--- src/rtl/apb_weight_loader.sv ---
// apb_weight_loader: serializes an 80-bit weight vector into APB write transfers,
// with an optional readback/compare pass and a per-transfer PREADY timeout.
module apb_weight_loader #(
  parameter int ADDR_WIDTH = 10,
  parameter int DATA_WIDTH = 8,
  parameter int BASE_ADDR  = 0,
  parameter int TIMEOUT    = 16
) (
  input  logic                  clk,
  input  logic                  rstn,
  input  logic                  i_start,
  input  logic                  i_verify,
  input  logic [79:0]           i_weights,
  output logic                  o_busy,
  output logic                  o_done,
  output logic [1:0]            o_err,
  output logic [3:0]            o_err_idx,
  output logic [ADDR_WIDTH-1:0] o_PADDR,
  output logic                  o_PSEL,
  output logic                  o_PENABLE,
  output logic                  o_PWRITE,
  output logic [DATA_WIDTH-1:0] o_PWDATA,
  input  logic                  i_PREADY,
  input  logic [DATA_WIDTH-1:0] i_PRDATA
);
  localparam int NUM_WORDS = (80 + DATA_WIDTH - 1) / DATA_WIDTH;
  localparam int PW = NUM_WORDS * DATA_WIDTH;
  localparam logic [3:0] LAST = 4'(NUM_WORDS - 1);
  localparam logic [7:0] TO_LAST = 8'(TIMEOUT - 1);
  typedef enum logic [2:0] {IDLE, W_SETUP, W_ACCESS, R_SETUP, R_ACCESS, DONE} state_t;
  state_t state, nxt;
  logic [PW-1:0] snap, src;
  logic verify;
  logic [3:0] k, k_n, idx_n;
  logic [7:0] cnt, cnt_n;
  logic [1:0] err_n;
  logic [DATA_WIDTH-1:0] word_k, word_n;
  // In IDLE the outgoing first word must come straight from the input being captured
  assign src = (state == IDLE) ? PW'(i_weights) : snap;
  assign word_k = snap[k * DATA_WIDTH +: DATA_WIDTH];
  assign word_n = src[k_n * DATA_WIDTH +: DATA_WIDTH];
  always_comb begin
    nxt = state;
    k_n = k;
    cnt_n = cnt;
    err_n = o_err;
    idx_n = o_err_idx;
    case (state)
      IDLE: if (i_start) begin
        nxt = W_SETUP;
        k_n = '0;
        err_n = '0;
        idx_n = '0;
      end
      W_SETUP: begin
        nxt = W_ACCESS;
        cnt_n = '0;
      end
      R_SETUP: begin
        nxt = R_ACCESS;
        cnt_n = '0;
      end
      W_ACCESS, R_ACCESS:
        if (i_PREADY) begin
          if (state == R_ACCESS && i_PRDATA != word_k && o_err == 2'b00) begin
            err_n = 2'b01;
            idx_n = k;
          end
          if (k != LAST) begin
            k_n = k + 4'd1;
            nxt = (state == W_ACCESS) ? W_SETUP : R_SETUP;
          end else if (state == W_ACCESS && verify) begin
            k_n = '0;
            nxt = R_SETUP;
          end else nxt = DONE;
        end else if (cnt == TO_LAST) begin
          err_n = 2'b10;
          idx_n = k;
          nxt = DONE;
        end else cnt_n = cnt + 8'd1;
      DONE: nxt = IDLE;
      default: nxt = IDLE;
    endcase
  end
  always_ff @(posedge clk or negedge rstn)
    if (!rstn) begin
      state <= IDLE;
      k <= '0;
      cnt <= '0;
      snap <= '0;
      verify <= 1'b0;
      o_busy <= 1'b0;
      o_done <= 1'b0;
      o_err <= '0;
      o_err_idx <= '0;
      o_PADDR <= '0;
      o_PSEL <= 1'b0;
      o_PENABLE <= 1'b0;
      o_PWRITE <= 1'b0;
      o_PWDATA <= '0;
    end else begin
      state <= nxt;
      k <= k_n;
      cnt <= cnt_n;
      o_err <= err_n;
      o_err_idx <= idx_n;
      if (state == IDLE && i_start) begin
        snap <= src;
        verify <= i_verify;
      end
      o_busy <= nxt != IDLE;
      o_done <= nxt == DONE;
      o_PSEL <= nxt inside {W_SETUP, W_ACCESS, R_SETUP, R_ACCESS};
      o_PENABLE <= nxt inside {W_ACCESS, R_ACCESS};
      o_PWRITE <= nxt inside {W_SETUP, W_ACCESS};
      o_PADDR <= ADDR_WIDTH'(BASE_ADDR) + ADDR_WIDTH'(k_n);
      o_PWDATA <= (nxt inside {W_SETUP, W_ACCESS}) ? word_n : '0;
    end
endmodule

--- config.mk ---
export PLATFORM = sky130hd
export DESIGN_NAME = apb_weight_loader
export DESIGN_NICKNAME = d
export VERILOG_FILES = /design/src/rtl/apb_weight_loader.sv
export SDC_FILE = /design/constraint.sdc
export NUM_CORES = 1
export LEC_CHECK = 0
export ABC_AREA = 1
export CORE_UTILIZATION = 54
export CTS_CLUSTER_SIZE = 12
export DETAILED_ROUTE_END_ITERATION = 10
export PLACE_DENSITY = 0.9
export SYNTH_ARGS = -nofsm -noshare
export SYNTH_HDL_FRONTEND = slang
export SYNTH_SLANG_ARGS = --single-unit
export TNS_END_PERCENT = 10
--- constraint.sdc ---
create_clock -name clk -period 3.1 [get_ports clk]
set_input_delay 0.775 -clock clk [delete_from_list [all_inputs] [get_ports clk]]
set_output_delay 0.775 -clock clk [all_outputs]
set_load 0.01 [all_outputs]
==> results of run 1 <==
logic make-up after synthesis:
logic type | Yosys count
AOI/OAI and AO/OA | 201
xor gates and xnor gates | 3
adders and majority gates | 3
buffers and inverters | 219
DFF | 115
muxes | 2
other | 1
and+or+nand+nor | 583
power groups by stage:
stage	clock [mW]	combinational [mW]	sequential (mW)
6_report	1.83	5.62	2.62
5_1_grt	1.90	6.31	2.70
4_1_cts	1.83	5.54	2.61
3_5_place_dp	0	5.48	2.62
3_3_place_gp	0	5.38	2.59
2_1_floorplan	0	3.98	2.56
final cells by class:
cell class                      instances  area [um^2]  area share [%]
Inverter                              151          572            6.23
Tap cell                              176          220            2.40
Clock buffer                           23          488            5.32
Timing Repair Buffer                  132         1330            14.5
Clock inverter                          6         55.1           0.600
Sequential cell                       115         2880            31.4
Multi-Input combinational cell        798         3640            39.6
per-stage QoR:
step	instance area (um^2)	setup WS (ns)
6_report	9180	0.529
5_1_grt	9180	0.296
4_1_cts	9180	0.585
3_5_place_dp	8630	0.164
3_3_place_gp	8630	0.184
2_1_floorplan	7410	0.800
sequential cells by signal, indices dropped and copies added (netlist names), 2 cells and up:
| name | flops |
|---|---|
| o_PWDATA | 8 |
| state | 3 |
| snap | 80 |
| o_err_idx | 4 |
| o_err | 2 |
| cnt | 8 |
| o_PADDR | 4 |
path summary, 6_finish.rpt:
check                                        end  slack [ns]  cells past startpoint
setup / recovery           o_PWDATA[3]$_DFF_PN0_        0.53                     11
min in group clk              cnt[7]$_DFFE_PN0P_        0.47                      1
max in group asynchronous   o_err[0]$_DFFE_PN0P_        2.06                      2
setup reg to reg           o_PWDATA[3]$_DFF_PN0_        0.58                     13
hold / removal              snap[67]$_DFFE_PN0P_        0.36                      1
hold reg to reg               cnt[7]$_DFFE_PN0P_        0.47                      1
per-layer routing:
layer	wire length [um]	share of wire [%]	GRT usage [%]	up-vias
met5	0	0	0	-
met3	1740	8.4	5.56	48
li1	-	-	-	3714
met1	8600	41	40.7	3445
met2	9890	48	49.6	377
met4	565	2.7	13.0	0
worst max-delay path, cell delays in order:
cell and delay (ns):
clkdlybuf4s50_1 0.52, inv_1 0.16, nor2_8 0.16, nand2_2 0.07, o211ai_4 0.53, inv_4 0.22, nand3_1 0.12, nand3_1 0.10
nand3_1 0.14, nand2_1 0.07, inv_1 0.06
placed cells by master (no fill, tap or decap), types with 3 or more instances in the layout:
| cell type | n |
|---|---|
| nor2_1 | 45 |
| nand2_4 | 3 |
| clkbuf_8 | 4 |
| inv_2 | 4 |
| nand3b_1 | 4 |
| buf_4 | 14 |
| a21oi_1 | 11 |
| nand3_2 | 9 |
| inv_1 | 144 |
| o21ai_0 | 168 |
| conb_1 | 6 |
| clkinv_2 | 5 |
| o211ai_1 | 10 |
| clkbuf_16 | 17 |
| nand2_1 | 411 |
| nand3_1 | 102 |
| buf_12 | 4 |
| dfrtp_1 | 115 |
| clkdlybuf4s50_1 | 114 |
| ha_1 | 3 |
| o22ai_1 | 4 |
==> reports/results.txt, run 1 <==
Mean Syn Cell Area: 6.56 um^2
area grow syn2layout: 24.2%
Mapped Area: 7390 um^2
Final Skew: 0.00851 ns
Slew @ Worst Pin: 0.647 ns
Synth Area in Compound Gates: 14.5%
Worst Path Required: 3.46 ns
DRC viols: 0
switch share: 47.7%
most frequent cell after synthesis: nand2_1
Worst IR Drop VDD: 0.789 mV
antenna violations before repair: 0
latest clock arrival within the worst-skew pair: 0.42 ns
Post-Synth Adder-Cell Area: 0.508%
setup TNS: 0 ns
Yosys warning count: 0
clock slew at reported path FFs: 0.05 ns
CTS tree: done
largest net degree at the start of global routing: 162
ys async rst share: 100%
CP startpoint: i_PREADY
final wirelength: 20.8 mm
MaxCap Viol Count: 0
register area share after synthesis: 38.9%
combinational fraction of design power: 55.8%
Hold Buf Count CTS: 0
period utilisation layout: 82.9%
final core occ: 69.0%
Via density: 5.41
outcome: finished, final reports clean
GPL Wtd Cong: 0.924
Reg power frac: 26.0%
CTS sink count: 115
vias post-DR: 7,584
largest family of logic cells by synthesized area: simple AND/OR/NAND/NOR gates
Static Leakage: 4.69 nW
Clk pwr share: 18.1%
H-tree level count: 4
post-synthesis mux area share: 0.305%
Hold Violations, Final: 0
Final Slew Violations: 0
Layout Cells excl Fill: 1,401
antenna cells: 0
vias in the first global route: 6,935
First DRT Iteration DRCs: 1,142
ANT nets after route: 0
initial core utilization: 55.6%
synth unique cells: 37
CP endpoint kind: flip-flop
Startpoint Class: input port
fin nets: 1,311
TritonCTS Buffers: 17
die span in y: 119 um
Hold WC Path Type: in2async
fillcell total: 1,118
Internal: 5.27 mW
worst r2r src: state[0]$_DFF_PN0_
IO Count: 122
synthesized flop and latch total: 115
layout cells sized above 1: 6.12%
unrepaired setup endpoints after global routing: no
Setup violations, final: 0
# Post-CTS Setup Buffers: 0
Most used DFF post-synth: dfrtp_1
root buffer cell: clkbuf_16
top post-synthesis cells by area: dfrtp_1, nand2_1, o21ai_0, inv_1, nand3_1
die width: 119 um
first-pass GRT wire length: 33.9 mm
die area: 14,200 um^2
final worst path period need: 2.57 ns
GRT Total Usage: 30.8%
Port Buffer Count: 115
final hold slack: 0.362 ns
Initial DRT Pass Iterations: 6
Post-Synthesis Cells: 1,127
Resize count post-CTS: 0
Max Fclk: 0.389 GHz
Sw Pwr: 4.81 mW
Synth Area in Simple Gates: 33.1%
Power Total: 10.1 mW
max_slew headroom: 56.6%
Yosys top cell area share: 38.9%
grt total ovfl: 0
Rows: 42
Routed WL per cell: 14.8 um
EDFF count, synth: 0
clk buf depth: 2
Post-DP HPWL: 14.6 mm
XOR/XNOR Fraction of Synth Area: 0.356%
Commonest cells post-synth: nand2_1, o21ai_0, inv_1, dfrtp_1, nand3_1
CP Class: in2reg
Placed Cells: 1,372
core area: 13,300 um^2
Critical Path AT: 2.93 ns
power per standard cell area: 1100 nW/um^2
top cell type by total area after synthesis: dfrtp_1
crit path max fanout: 19
Power figures use the tool's default switching activity.
==> run 2: changes to the inputs <==
Clock period 3.1 ns to 2.65 ns, I/O delays scaled along.
==> reports/results.txt, run 2 (same netlist as run 1, synthesis figures left out) <==
most common cell after layout, fill and taps aside: nand2_1 (unchanged)
Worst IR Drop VDD: 0.626 mV (was 0.789 mV)
Hold WC Path Type: in2async (unchanged)
die span in y: 119 um (unchanged)
Final Skew: 0.00629 ns (was 0.00851 ns)
Hold Violations, Final: 0 (unchanged)
MaxCap Viol Count: 0 (unchanged)
largest net degree at the start of global routing: 162 (unchanged)
Top delay family on crit path: simple AND/OR/NAND/NOR gates (was buffers and inverters)
grt total ovfl: 0 (unchanged)
antenna cells: 0 (unchanged)
clock slew at reported path FFs: 0.05 ns (about the same)
core area: 13,300 um^2 (unchanged)
worst path buffer plus inverter count: 3 (was 4)
Max stage delay on crit path: 0.43 ns (was 0.53 ns)
CTS sink count: 115 (unchanged)
clk buf depth: 2 (unchanged)
antenna violations before repair: 0 (unchanged)
CTS tree: done (unchanged)
Slowest cell on crit path: dfrtp_1 (was o211ai_4)
Routed WL per cell: 14.6 um (was 14.8 um)
Static Leakage: 4.74 nW (was 4.69 nW)
Worst path most repeated cell: nand2_1 (was nand3_1)
First DRT Iteration DRCs: 815 (was 1,142)
max_slew headroom: 57.7% (was 56.6%)
Slew @ Worst Pin: 0.634 ns (was 0.647 ns)
Top Registers: snap x80, cnt x8, o_PWDATA x8 (unchanged)
first-pass GRT wire length: 34.0 mm (was 33.9 mm)
# Post-CTS Setup Buffers: 0 (unchanged)
Setup violations, final: 0 (unchanged)
initial core utilization: 55.6% (unchanged)
Critical Path AT: 2.79 ns (was 2.93 ns)
root buffer cell: clkbuf_16 (unchanged)
H-tree level count: 4 (unchanged)
vias in the first global route: 7,009 (was 6,935)
Port Buffer Count: 115 (unchanged)
vias post-DR: 7,627 (was 7,584)
period utilisation layout: 91.8%
DRC viols: 0 (unchanged)
die area: 14,200 um^2 (unchanged)
unrepaired setup endpoints after global routing: no (unchanged)
most frequent cells in the layout: nand2_1, o21ai_0, inv_1 (unchanged)
outcome: finished, final reports clean (unchanged)
power per standard cell area: 1290 nW/um^2 (was 1100 nW/um^2)
TritonCTS Buffers: 17 (unchanged)
Via density: 5.40 (was 5.41)
setup TNS: 0 ns (unchanged)
fin nets: 1,319 (was 1,311)
final worst path period need: 2.43 ns
latest clock arrival within the worst-skew pair: 0.42 ns (about the same)
CP Class: reg2reg (was in2reg)
CP endpoint kind: flip-flop (unchanged)
GRT Total Usage: 30.6% (was 30.8%)
GPL Wtd Cong: 0.959 (was 0.924)
Final Slew Violations: 0 (unchanged)
CP cell instances: inv_2 > buf_4 > nand2_1 > nand3_1 > nand3_1 > nand3_1 > nand2_1 > nand2_1 > nand2_1 > inv_1 > nand2_1 > nor2_1 > nand2_1 > nand2_1 > nand2_1 > nand2_2 > nand2_1 > nand2_1 (was clkdlybuf4s50_1 > inv_1 > nor2_8 > nand2_2 > o211ai_4 > inv_4 > nand3_1 > nand3_1 > nand3_1 > nand2_1 > inv_1)
Post-DP HPWL: 14.7 mm (was 14.6 mm)
Worst Path Required: 3.00 ns (was 3.46 ns)
ANT nets after route: 0 (unchanged)
die width: 119 um (unchanged)
final core occ: 69.7% (was 69.0%)
Rows: 42 (unchanged)
most flop-heavy register: snap (unchanged)
IO Count: 122 (unchanged)
Max Fclk: 0.411 GHz
Startpoint Class: flip-flop (was input port)
Largest register FFs: 80 (unchanged)
layout cells sized above 1: 6.63% (was 6.12%)
Initial DRT Pass Iterations: 8 (was 6)
final wirelength: 20.6 mm (was 20.8 mm)
crit path max fanout: 12 (was 19)
area grow syn2layout: 25.4% (was 24.2%)
## run 2: changes by cell type in the layout (fill, tap and decap cells not counted), sizes merged
| cell | previous run | this run |
|---|---|---|
| buf | 18 | 26 |
| clkbuf | 23 | 27 |
| clkinv | 6 | 5 |
## run 2: per-layer routing
metal	up-vias	part of all wire, %	GRT usage, %
li1	3724	-	-
met1	3499	42	39.5
met2	341	47	48.4
met3	63	7.3	7.04
met4	0	3.6	14.4
met5	-	0	0
## run 2: worst paths after layout
kind | startpoint | to | slack (ns) | depth (start not counted)
max in group asynchronous | rstn | snap[31]$_DFFE_PN0P_ | 1.81 | 2
max | o_PADDR[0]$_DFF_PN0_ | o_err[1]$_DFFE_PN0P_ | 0.22 | 18
min | rstn | snap[67]$_DFFE_PN0P_ | 0.05 | 1
min in group clk | o_err_idx[1]$_DFFE_PN0P_ | o_err_idx[1]$_DFFE_PN0P_ | 0.47 | 2
max reg2reg | o_PADDR[0]$_DFF_PN0_ | o_err[1]$_DFFE_PN0P_ | 0.22 | 18
min reg2reg | o_err_idx[1]$_DFFE_PN0P_ | o_err_idx[1]$_DFFE_PN0P_ | 0.47 | 2
## run 2: layout make-up
class / count / area, um^2
fill: 1100 / 4030
multi-input combinational: 798 / 3650
sequential: 115 / 2880
timing repair buffer: 140 / 1410
inverter: 151 / 572
clock buffer: 27 / 493
tap: 176 / 220
clock inverter: 5 / 50.0
## run 2: repair_timing
| action | CTS | global route |
|---|---|---|
| endpoints found under the setup margin | 0 | 4 |
| resized for setup | 0 | 5 |
| hold buffers | 0 | 0 |
| hold endpoints to repair | 0 | 0 |
## run 2: metrics by stage
step / worst slack [ns] / power, mW / hold slack (ns) / instance area (um^2) / std cells
floorplan: 0.350 / 7.66 / 0.367 / 7410 / 1132
global placement: 0.0610 / 9.47 / 0.454 / 8710 / 1380
detailed placement: 0.0573 / 9.61 / 0.460 / 8710 / 1380
CTS: 0.224 / 11.8 / 0.0476 / 9250 / 1412
global route: 0.0266 / 13.0 / 0.0456 / 9270 / 1412
finish: 0.217 / 11.9 / 0.0522 / 9270 / 1412
## run 2: report_power, final
group | leakage (nW) | internal, mW | switching (mW)
sequential | 1.44 | 2.53 | 0.574
clock | 0.269 | 1.35 | 0.781
combinational | 3.02 | 2.40 | 4.29
==> run 3: changes to the inputs <==
Settings changed: CORE_MARGIN set to 1.
==> results of run 3 <==
No change in the layout: final DEF, timing and power equal those of run 2.
